`config.mk`:
```
export PLATFORM = sky130hd
export DESIGN_NAME = adder_operand_loader_flat
export DESIGN_NICKNAME = d
export VERILOG_FILES = /design/src/rtl/adder_pkg.sv /design/src/rtl/adder_operand_loader_if.sv /design/src/rtl/adder_operand_loader.sv /design/src/flat_wrapper.sv
export SDC_FILE = /design/constraint.sdc
export NUM_CORES = 1
export LEC_CHECK = 0
export ABC_AREA = 0
export CORE_MARGIN = 5
export CORE_UTILIZATION = 42
export DETAILED_ROUTE_END_ITERATION = 10
export PLACE_DENSITY = 0.84
export SYNTH_ARGS = -nofsm -noshare
export SYNTH_HDL_FRONTEND = slang
export SYNTH_SLANG_ARGS = --single-unit
```
`constraint.sdc`:
```
create_clock -name clk -period 1.7 [get_ports clk]
set_input_delay 0.34 -clock clk [delete_from_list [all_inputs] [get_ports clk]]
set_output_delay 0.34 -clock clk [all_outputs]
set_load 0.02 [all_outputs]
```
`src/rtl/adder_pkg.sv`:
```
// -----------------------------------------------------------------------------
// adder_pkg
//
// Purpose:
//   Shared definitions for the adder operand loader. It holds the loader FSM
//   state type and the helpers that derive the chunk count and the chunk
//   counter width from the operand and bus widths.
//
// Contents:
//   loader_state_e  LOAD_A / LOAD_B / PRESENT
//   nchunk_f        ceil(adder_width / chunk_width)
//   cnt_width_f     bits needed to index nchunk chunks (never below 1)
// -----------------------------------------------------------------------------
package adder_pkg;

  // The loader first fills operand A, then operand B, then presents the pair.
  typedef enum logic [1:0] {
    LOAD_A  = 2'd0,
    LOAD_B  = 2'd1,
    PRESENT = 2'd2
  } loader_state_e;

  // Number of bus chunks needed to cover one operand. The last chunk may be
  // only partly used.
  function automatic int nchunk_f(input int adder_width, input int chunk_width);
    return (adder_width + chunk_width - 1) / chunk_width;
  endfunction

  // Width of a counter that indexes chunks 0..nchunk-1. A single-chunk
  // operand still gets a 1-bit counter so the vector is never zero-width.
  function automatic int cnt_width_f(input int nchunk);
    return (nchunk <= 1) ? 1 : $clog2(nchunk);
  endfunction

endpackage

```
`src/rtl/adder_operand_loader_if.sv`:
```
// -----------------------------------------------------------------------------
// adder_operand_loader_if
//
// Purpose:
//   Groups the narrow chunk input handshake and the wide operand output
//   handshake of the adder operand loader.
//
// Signals:
//   in_valid / in_ready / in_data   chunk stream, least-significant chunk first
//   op_valid / op_ready             operand pair handshake to the adder stage
//   op_a / op_b                     assembled operands
//
// Modports:
//   slave   the loader itself (consumes chunks, produces operands)
//   master  the environment (supplies chunks, consumes operands)
// -----------------------------------------------------------------------------
interface adder_operand_loader_if #(
  parameter int ADDER_WIDTH = 91,
  parameter int CHUNK_WIDTH = 16
);

  logic                   in_valid;
  logic                   in_ready;
  logic [CHUNK_WIDTH-1:0] in_data;
  logic                   op_valid;
  logic                   op_ready;
  logic [ADDER_WIDTH-1:0] op_a;
  logic [ADDER_WIDTH-1:0] op_b;

  modport slave (
    input  in_valid,
    input  in_data,
    input  op_ready,
    output in_ready,
    output op_valid,
    output op_a,
    output op_b
  );

  modport master (
    output in_valid,
    output in_data,
    output op_ready,
    input  in_ready,
    input  op_valid,
    input  op_a,
    input  op_b
  );

endinterface

```
`src/rtl/adder_operand_loader.sv`:
```
// -----------------------------------------------------------------------------
// adder_operand_loader
//
// Purpose:
//   Assembles two ADDER_WIDTH-bit operands from a CHUNK_WIDTH-bit input bus,
//   least-significant chunk first, operand A before operand B, and then holds
//   the pair on registered outputs until the downstream adder stage takes it.
//   Loading and presenting never overlap.
//
// Parameters:
//   ADDER_WIDTH  width of each assembled operand (default 91)
//   CHUNK_WIDTH  width of the input bus (default 16)
//
// Ports:
//   clk       rising-edge clock for all state
//   rst_n     synchronous active-low reset
//   in_abort  (only with ADDER_LOADER_ABORT_EN) drops a partial load
//   bus       adder_operand_loader_if.slave:
//               in_valid/in_ready/in_data   chunk input handshake
//               op_valid/op_ready/op_a/op_b operand output handshake
//
// Configuration:
//   ADDER_LOADER_ABORT_EN  when defined, adds the in_abort input. An abort in
//                          LOAD_A or LOAD_B restarts loading at chunk 0 of
//                          operand A and drops any chunk offered that cycle;
//                          it has no effect in PRESENT.
// -----------------------------------------------------------------------------
module adder_operand_loader
  import adder_pkg::*;
#(
  parameter int ADDER_WIDTH = 91,
  parameter int CHUNK_WIDTH = 16
) (
  input  logic                   clk,
  input  logic                   rst_n,
`ifdef ADDER_LOADER_ABORT_EN
  input  logic                   in_abort,
`endif
  adder_operand_loader_if.slave  bus
);

  localparam int NCHUNK = nchunk_f(ADDER_WIDTH, CHUNK_WIDTH);
  localparam int CNT_W  = cnt_width_f(NCHUNK);
  localparam logic [CNT_W-1:0] LAST_IDX = CNT_W'(NCHUNK - 1);

  loader_state_e          state;
  logic [CNT_W-1:0]       cnt;
  logic                   op_valid_q;
  logic [ADDER_WIDTH-1:0] op_a_q;
  logic [ADDER_WIDTH-1:0] op_b_q;

  logic                   loading;
  logic                   xfer;
  logic                   abort_req;
  logic                   last_chunk;
  logic [31:0]            shamt;
  logic [ADDER_WIDTH-1:0] chunk_data;
  logic [ADDER_WIDTH-1:0] chunk_mask;

  // The abort request only exists in the abort-enabled build; otherwise it is
  // tied off so the FSM below is the same in both builds.
`ifdef ADDER_LOADER_ABORT_EN
  assign abort_req = in_abort;
`else
  assign abort_req = 1'b0;
`endif

  // Ready is decoded straight from the state, so a chunk can be taken on the
  // first cycle after reset and on the cycle after the pair is consumed.
  assign loading       = (state == LOAD_A) || (state == LOAD_B);
  assign bus.in_ready  = loading;
  assign xfer          = bus.in_valid && loading;
  assign last_chunk    = (cnt == LAST_IDX);

  // Place the incoming chunk at its slot in the operand. The shift happens at
  // operand width, so bits of the last chunk that land at or above
  // ADDER_WIDTH fall off the top and are never stored.
  always_comb begin
    shamt      = 32'(cnt) * 32'(CHUNK_WIDTH);
    chunk_data = ADDER_WIDTH'(bus.in_data) << shamt;
    chunk_mask = ADDER_WIDTH'({CHUNK_WIDTH{1'b1}}) << shamt;
  end

  // Loader FSM. Operand registers are only written on an accepted chunk while
  // loading, which keeps them stable for the whole time the pair is
  // presented. They are never cleared between pairs because every valid bit
  // is rewritten by the next load. op_valid is registered alongside the state
  // so it is high exactly while the state is PRESENT.
  always_ff @(posedge clk) begin
    if (!rst_n) begin
      state      <= LOAD_A;
      cnt        <= '0;
      op_a_q     <= '0;
      op_b_q     <= '0;
      op_valid_q <= 1'b0;
    end else begin
      case (state)
        LOAD_A, LOAD_B: begin
          if (abort_req) begin
            state <= LOAD_A;
            cnt   <= '0;
          end else if (xfer) begin
            if (state == LOAD_A) begin
              op_a_q <= (op_a_q & ~chunk_mask) | chunk_data;
            end else begin
              op_b_q <= (op_b_q & ~chunk_mask) | chunk_data;
            end
            if (last_chunk) begin
              cnt <= '0;
              if (state == LOAD_A) begin
                state <= LOAD_B;
              end else begin
                state      <= PRESENT;
                op_valid_q <= 1'b1;
              end
            end else begin
              cnt <= cnt + CNT_W'(1);
            end
          end
        end
        PRESENT: begin
          if (bus.op_ready) begin
            state      <= LOAD_A;
            op_valid_q <= 1'b0;
          end
        end
        default: begin
          state      <= LOAD_A;
          cnt        <= '0;
          op_valid_q <= 1'b0;
        end
      endcase
    end
  end

  assign bus.op_valid = op_valid_q;
  assign bus.op_a     = op_a_q;
  assign bus.op_b     = op_b_q;

endmodule

```
`src/flat_wrapper.sv`:
```
// flat-port wrapper written by rule: the top's interface ports become plain ports
module adder_operand_loader_flat import adder_pkg::*;
#(
  parameter int ADDER_WIDTH = 91,
  parameter int CHUNK_WIDTH = 16
)
  (clk, rst_n, bus_in_valid, bus_in_data, bus_op_ready, bus_in_ready, bus_op_valid, bus_op_a, bus_op_b);
  adder_operand_loader_if #(.ADDER_WIDTH(ADDER_WIDTH), .CHUNK_WIDTH(CHUNK_WIDTH)) bus_i ();
  input  logic clk;
  input  logic rst_n;
  input wire logic [$bits(bus_i.in_valid)-1:0] bus_in_valid;
  input wire logic [$bits(bus_i.in_data)-1:0] bus_in_data;
  input wire logic [$bits(bus_i.op_ready)-1:0] bus_op_ready;
  output wire logic [$bits(bus_i.in_ready)-1:0] bus_in_ready;
  output wire logic [$bits(bus_i.op_valid)-1:0] bus_op_valid;
  output wire logic [$bits(bus_i.op_a)-1:0] bus_op_a;
  output wire logic [$bits(bus_i.op_b)-1:0] bus_op_b;
  assign bus_i.in_valid = bus_in_valid;
  assign bus_i.in_data = bus_in_data;
  assign bus_i.op_ready = bus_op_ready;
  assign bus_in_ready = bus_i.in_ready;
  assign bus_op_valid = bus_i.op_valid;
  assign bus_op_a = bus_i.op_a;
  assign bus_op_b = bus_i.op_b;
  adder_operand_loader #(.ADDER_WIDTH(ADDER_WIDTH), .CHUNK_WIDTH(CHUNK_WIDTH)) u_core (.clk(clk), .rst_n(rst_n), .bus(bus_i));
endmodule
```
After elaboration in Yosys (flattened, before gate mapping)
Index checks and enable logic that the tools add are counted.

Flip-flop bits (word level): 188. Word-level logic and storage cells: 44. Input bits: 20. Output and inout port bits: 184.

Multiplexer cells: 13. Equal/unequal tests: 7. Shift-type cells: 2. Add/sub/neg operators: 1. Bitwise gates (word level): 7. Reductions and logical operators: 9.

Operator list (count): $and 91x91->91 (2); $or 91x91->91 (2); $not 91->91 (1); $shl 16x7->91 (1); $shl 16x7->91 const A (1); $reduce_and 3->1 (3); $mux 2 (4); $mux 3 (2); $pmux 3 s2 (1); $mux 1 (4); $ne 2x1->1 const B (2); $ne 2x2->1 const B (2); $pmux 2 s2 (1); $reduce_and 4->1 (1); $add 3x1->3 const B (1); $eq 3x3->1 const B (1); $eq 2x1->1 const B (1); $eq 2x2->1 const B (1); $logic_not 2->1 (1); $not 1->1 (2); $pmux 1 s2 (1); $reduce_and 2->1 (1); $reduce_or 2->1 (1); $logic_and 1x1->1 (1); $logic_or 1x1->1 (1).

Depth between registers and ports, before layout
Gate-level depths: netlist of run 1.

Word-level depth: 5. Depth in mapped cells: 6. Mapped depth without buffers: 5.

Worst setup path after synthesis of run 1
No wires, ideal clock.

Kind: reg2reg. From: register u_core.cnt[0]. To: register u_core.op_a_q[54] (netlist: u_core.bus.op_a[54]). Library setup time: 0.059 ns. Stages on the path, launching flop included: 7. Path buffers: 2. Required time: 1.641 ns. Data arrival time: 1.562 ns. Slack: 0.079 ns. Clock period less this slack: 1.621 ns. Path through: dfxtp_1 buf_2 and2_1 ha_1 a41oi_1 buf_2 a22o_1.

Longest elaborated chain between the ends: 4. Elaborated cells on any way between the ends: 5. Those cells by class: 2 x shift; 3 x bitwise.

Ends and longest elaborated chain: start: declaration (RTL line adder_operand_loader.sv:47) `logic [CNT_W-1:0] cnt;`; start signal: assignment (RTL line adder_operand_loader.sv:117) `cnt <= cnt + CNT_W'(1);`; $shl 16x7->91 (RTL line adder_operand_loader.sv:81) `chunk_mask = ADDER_WIDTH'({CHUNK_WIDTH{1'b1}}) << shamt;`; $not 91->91 (RTL line adder_operand_loader.sv:104) `op_a_q <= (op_a_q & ~chunk_mask) | chunk_data;`; $and 91x91->91 (RTL line adder_operand_loader.sv:104); $or 91x91->91 (*) (RTL line adder_operand_loader.sv:104); end signal: assignment (RTL line adder_operand_loader.sv:104); end: declaration (RTL line adder_operand_loader.sv:49) `logic [ADDER_WIDTH-1:0] op_a_q;`.

Mark *: on every way between the ends. The rest lies on a longest branch, timed or not. A chain may end at the register's enable or synchronous reset.

Worst setup path in the final report of run 1
From: register u_core.state[1]. To: output port bus_in_ready.

Longest elaborated chain between the ends: 2. Elaborated cells on any way between the ends: 3. Those cells by class: 1 x eq/ne; 2 x reduce/logical.

Ends and longest elaborated chain: start: declaration (RTL line adder_operand_loader.sv:46) `loader_state_e state;`; start signal: assignment (RTL line adder_operand_loader.sv:91) `state <= LOAD_A;`; start signal: assignment (RTL line adder_operand_loader.sv:100) `state <= LOAD_A;`; start signal: assignment (RTL line adder_operand_loader.sv:111) `state <= LOAD_B;`; $eq 2x1->1 or $logic_not 2->1 (tied branches) (RTL line adder_operand_loader.sv:70) `assign loading = (state == LOAD_A) || (state == LOAD_B);`; $logic_or 1x1->1 (*) (RTL line adder_operand_loader.sv:70); end: declaration (RTL line flat_wrapper.sv:14) `output wire logic [$bits(bus_i.in_ready)-1:0] bus_in_ready;`.

Marks and branches as above.

==> results of run 1 <==
[state kept, by name, indices dropped and copies added (netlist names)]
signal	flops
u_core.bus.op_a	91
u_core.bus.op_b	91
u_core.bus.op_valid	1
u_core.cnt	3
u_core.state	2
[metal layers]
metal  GRT usage (%)  up-vias  wire length, um
met2            34.1      179             9280
li1                -     2572                -
met3            7.24       35             1500
met1            27.0     2614             8810
met5               0        -                0
met4            7.54        0              476
[synthesized netlist by cell type, drive strengths merged, types with 2 or more instances]
master / n
mux2i: 150
o21ai: 2
a22o: 32
nand2: 177
nor2: 3
dfxtp: 188
clkbuf: 17
nor2b: 3
buf: 24
and4bb: 2
nand4b: 2
a41oi: 2
inv: 4
and3: 2
o21a: 2
nor3: 3
[cell usage in the layout, fill, tap and decap left out, drive strengths merged, types with 2 or more instances in the layout]
master         instances
dfxtp                188
dlygate4sd2          184
nand2                177
mux2i                150
buf                   41
a22o                  32
clkbuf                22
clkdlybuf4s50         18
clkinv                 7
inv                    5
nor2b                  3
nor2                   3
nor3                   3
a41oi                  2
nand4b                 2
o21ai                  2
o21a                   2
and4bb                 2
and3                   2
[power groups by stage]
stage | clock, uW | combinational (uW) | sequential, uW
2_1_floorplan | 0 | 274 | 4680
3_3_place_gp | 0 | 696 | 4610
3_5_place_dp | 0 | 707 | 4610
4_1_cts | 3900 | 666 | 4510
5_1_grt | 4080 | 701 | 4520
6_report | 3830 | 661 | 4510
[cells by family after synthesis]
family / after synthesis / share of synthesized area (%)
AOI/OAI and AO/OA: 44 / 5.44
muxes: 150 / 22.1
and+or+nand+nor: 197 / 12.5
xor gates and xnor gates: 2 / 0.258
DFF: 188 / 55.5
buffers and inverters: 45 / 3.97
adders and majority gates: 1 / 0.185
[path summary, 6_finish.rpt]
path	start	end	slack (ns)
max	u_core.state[1]	bus_in_ready	0.09
min reg2reg	u_core.bus.op_a[38]	u_core.bus.op_a[38]	0.45
min	rst_n	u_core.cnt[1]	0.30
max reg2reg	u_core.cnt[1]	u_core.bus.op_b[52]	0.15
[worst max-delay path, delay by kind of cell, from the launching register on]
| kind | cells | cell delay, ns |
|---|---|---|
| flip-flops | 1 | 0.47 |
| buffers and inverters | 2 | 0.38 |
[metrics by stage]
step	setup TNS, ns	util, %	hold WS (ns)	std cells
2_1_floorplan	0	-	0.473	627
3_3_place_gp	-7.03	58.5	0.443	1045
3_5_place_dp	-9.76	58.5	0.452	1045
4_1_cts	0	60.6	0.289	1077
5_1_grt	0	60.6	0.298	1077
6_report	0	60.6	0.303	1077
[cell type report]
type / instances / area [sq um] / area share (%)
flip-flops and latches: 188 / 3770 / 39.1
multi-input cells: 394 / 2750 / 28.5
repair buffers: 243 / 2260 / 23.5
clock buffers: 22 / 484 / 5.03
well taps: 216 / 270 / 2.81
clock inverters: 10 / 88.8 / 0.922
inverters: 4 / 15.0 / 0.156
[timing repair]
action,4_1_cts,5_1_grt
resized for setup,185,1
hold buffers,0,0
setup endpoints to repair,184,2
==> results_dict.tcl, run 1 <==
set metrics [dict create \
    clock.fmax_mhz 621 \
    grt_pass1_wl_um 30400 \
    power.density_nw_per_um2 934 \
    synth_area_sq_um 6780 \
    cp-start-kind "register" \
    drt_iter0_markers 221 \
    num_io_pins 204 \
    root_buffer "clkbuf_16" \
    synthTopCellsByArea "dfxtp_1 56%, mux2i_1 22%, nand2_1 9.4%" \
    synth_top_area_share_pct 55.5 \
    track_usage_pct 21.4 \
    grt_pass1_vias 5456 \
    die_y_um 137 \
    antennaDiodeCount 0 \
    tightest_slew_ns 0.550 \
    synth_cells 627 \
    total_power_uw 9000 \
    antenna_left 0 \
    cts_tree "done" \
    post_cts_buffers 0 \
    pwr-share-seq_pct 50.1 \
    comb_power_share_pct 7.3 \
    port_buffers 203 \
    setup_ws_ns 0.0896 \
    yosys_warnings 0 \
    final_cell_area_sq_um 9630 \
    critical-path-max-stage-delay_ns 0.47 \
    required_ns 1.36 \
    max_slew_margin_pct 63.2 \
    drc 0 \
    hp-class "primary input to register" \
    hpwl_um 14200 \
    clk_pin_slew_ns 0.06 \
    path_cells "inv_2 -> dlygate4sd2_1" \
    placed_cell_area_sq_um 9290 \
    firstDrtPassIters 4 \
    dieWidth_um 137 \
    drv_slew 0 \
    vias_per_cell 5.01 \
    crit_fanout 11 \
    grt_max_degree 98 \
    cp_slowest_cell "dfxtp_2" \
    yosys.area.top_type "dfxtp_1" \
    overflow 0 \
    ctsHtreeMaxLevel 4 \
    swShare_pct 23.4 \
    end_kind "output pin" \
    ys_types 39 \
    finalSetupViolations 0 \
    pre_cts_slack_ns -0.130 \
    antenna_found_initial 0 \
    hold_violations 0 \
    clockBufferDepth 2 \
    numCtsBuffers 17 \
    crit_type "register to output pin" \
    drv_cap 0 \
    clkPwrFrac_pct 42.5 \
    place.gp.congestion 0.845 \
    worstHoldPathCells 3 \
    ys_ff_latch 188 \
    cp.arrival_ns 1.27 \
    drt-total-wl_um 20100 \
    synth_nets 648 \
    leakagePower_uw 0.00534 \
    initial_utilization_pct 42.7 \
    p_switching_uw 2110 \
    synth_edf_count 0 \
    synth_async_sr_flop_share_pct 0 \
    nets 869 \
    clkLatencyLatePin_ns 0.43 \
    core-area_sq_um 15900 \
    row_count 46 \
    cts.sinks 188 \
    period_share_pct 94.7 \
    period_minus_slack_ns 1.61 \
    area_growth_pct 42.1 \
    status "completed" \
    internal_power_uw 6900 \
    ys_seq_area_share_pct 55.5 \
    max-vdd-ir-drop_uv 646 \
    wire_per_inst_um 18.6 \
    finClkSkew_ns 0.00871 \
    vias 5400 \
    dieArea_sq_um 18800 \
    synthFlopType "dfxtp_1" \
    r2r_cells 5 \
    rsz0062_at_grt "false" \
    syn_area_per_cell_sq_um 10.8 \
    fill_cells 1424 \
    drive_gt1_share_pct 10.1 \
]
(Power assumes the default switching activity.)
==> inputs of run 2 (changes only) <==
--- a/config.mk
+++ b/config.mk
@@ -5,7 +5,6 @@
 export SDC_FILE = /design/constraint.sdc
 export NUM_CORES = 1
 export LEC_CHECK = 0
-export ABC_AREA = 0
 export CORE_MARGIN = 5
 export CORE_UTILIZATION = 42
 export DETAILED_ROUTE_END_ITERATION = 10
==> results of run 2 <==
Final layout, timing and power as in run 1 (identical DEF).
==> inputs of run 3 (changes only) <==
--- a/config.mk
+++ b/config.mk
@@ -9,6 +9,8 @@
 export CORE_UTILIZATION = 42
 export DETAILED_ROUTE_END_ITERATION = 10
 export PLACE_DENSITY = 0.84
+export SETUP_SLACK_MARGIN = 0.5
+export SKIP_LAST_GASP = 1
 export SYNTH_ARGS = -nofsm -noshare
 export SYNTH_HDL_FRONTEND = slang
 export SYNTH_SLANG_ARGS = --single-unit
==> results_dict.tcl, run 3 (synthesized netlist as in run 1, its figures left out) <==
set metrics [dict create \
    hold_violations 0 \
    hp-class "primary input to register" \
    grt_pass1_wl_um 31200 \
    firstDrtPassIters 7 \
    fill_cells 1110 \
    antenna_left 0 \
    finalSetupViolations 0 \
    clock.fmax_mhz 687 \
    critPathLaunch "u_core.state[0]" \
    finClkSkew_ns 0.00807 \
    cp_top_family "flip-flops" \
    die_y_um 137 \
    r2r_cells 5 \
    r2r-end "u_core.bus.op_a[62]" \
    max_slew_margin_pct 58.4 \
    vias_per_cell 5.07 \
    core-area_sq_um 15900 \
    drv_slew 0 \
    cp.arrival_ns 1.81 \
    cp_slowest_cell "dfxtp_1" \
    endpoint "u_core.bus.op_a[62]" \
    required_ns 2.06 \
    grt_pass1_vias 5520 \
    grt_util_met2_pct 35.0 \
    num_io_pins 204 \
    end_kind "register" \
    power.density_nw_per_um2 843 \
    drv_cap 0 \
    dieArea_sq_um 18800 \
    antennaDiodeCount 0 \
    rsz0062_at_grt "true" \
    nets 934 \
    row_count 46 \
    max-vdd-ir-drop_uv 715 \
    reg2reg_from "u_core.state[0]" \
    clk_pin_slew_ns 0.06 \
    grt_util_met1_pct 27.9 \
    grt.met3_usage_pct 8.35 \
    critical_path_buf_inv_count 3 \
    leakagePower_uw 0.00551 \
    status "completed" \
    wire_per_inst_um 20.1 \
    ctsHtreeMaxLevel 4 \
    crit_cells 5 \
    port_buffers 203 \
    antenna_found_initial 0 \
    hpwl_um 13800 \
    grt.busiest_layer "met2" \
    pre_cts_slack_ns -0.161 \
    crit_fanout 16 \
    initial_utilization_pct 42.7 \
    clockBufferDepth 2 \
    setup_ws_ns 0.245 \
    cp-start-kind "register" \
    critical-path-max-stage-delay_ns 0.49 \
    root_buffer "clkbuf_16" \
    mostFrequentLayoutCell "buf_6" \
    cts.sinks 188 \
    period_share_pct 85.6 \
    numCtsBuffers 17 \
    cts_tree "done" \
    crit_type "register to register" \
    ctsHoldBuffers 0 \
    tightest_slew_ns 0.622 \
    drc 0 \
    dieWidth_um 137 \
    area_growth_pct 63.0 \
    period_minus_slack_ns 1.46 \
    overflow 0 \
    path_cells "buf_4 -> inv_1 -> a41oi_4 -> buf_12 -> a22o_1" \
    grt_max_degree 71 \
    vias 5793 \
    track_usage_pct 21.9 \
    drt_iter0_markers 263 \
    fin_util_pct 69.6 \
    drive_gt1_share_pct 57.5 \
    reg2reg_setup_slack_ns 0.24 \
    layout_common_cells "187 x buf_6, 183 x dfxtp_2, 168 x nand2_1, 148 x mux2i_1, 85 x buf_4" \
    place.gp.congestion 0.806 \
    clkLatencyLatePin_ns 0.43 \
    drt-total-wl_um 22900 \
]
run 3: cell types whose count changed in the layout (fill, tap and decap cells not counted), moves of 3 or more:
cell	previous run	this run
buf_4	28	85
dfxtp_2	2	183
buf_6	0	187
dlygate4sd2_1	184	0
nand2_2	7	4
clkbuf_8	4	1
clkbuf_16	17	21
dfxtp_4	0	4
dfxtp_1	186	1
nand2_4	0	4
run 3: per-layer routing:
layer	up-vias	share of wire (%)
met5	-	0
met4	0	2.3
met3	34	6.9
met2	210	49
met1	2846	41
li1	2703	-
run 3: cell type report:
class                   count  area, sq um  area share (%)
clock buffers              19          443            4.01
clock inverters            13          143            1.29
inverters                   4         17.5           0.159
multi-input cells         395         2880            26.1
flip-flops and latches    188         4010            36.3
well taps                 216          270            2.45
repair buffers            307         3290            29.7
run 3: per-stage QoR:
step | std cells | instance area, sq um | hold WS [ns] | power [uW] | TNS [ns]
after floorplan | 627 | 6930 | 0.473 | 4980 | 0
after global placement | 1040 | 9320 | 0.441 | 5330 | -10.26
after detailed placement | 1040 | 9320 | 0.451 | 5340 | -14.32
after CTS | 1091 | 10300 | 0.389 | 9280 | 0
after global routing | 1142 | 11100 | 0.406 | 9630 | 0
final | 1142 | 11100 | 0.415 | 9310 | 0
run 3: power by group:
group	internal, uW	leakage, uW	switching, uW
logic	357	0.00360	442
registers	4480	0.00161	59.4
clock network	2220	0.000289	1760
run 3: what timing repair did:
| item | 4_1_cts | 5_1_grt |
|---|---|---|
| endpoints found under the setup margin | 369 | 371 |
| setup buffers | 19 | 46 |
| cloned | 0 | 5 |
| gates resized for setup | 1024 | 290 |
| pin swaps | 0 | 14 |
run 3: worst min-delay path, stage by stage:
cell and delay, ns:
buf_4 0.17, inv_1 0.16, nor2_1 0.12
run 3: worst min path at each step:
stage / depth (start not counted) / end / slack (ns) / startpoint
finish: 3 / u_core.cnt[0] / 0.41 / rst_n
global route: 3 / u_core.state[1] / 0.41 / rst_n
CTS: 3 / u_core.cnt[0] / 0.39 / rst_n
detailed placement: 2 / u_core.bus.op_b[16] / 0.45 / u_core.bus.op_b[16]
global placement: 2 / u_core.bus.op_b[88] / 0.44 / u_core.bus.op_b[88]
floorplan: 1 / u_core.bus.op_b[53] / 0.47 / bus_in_data[5]
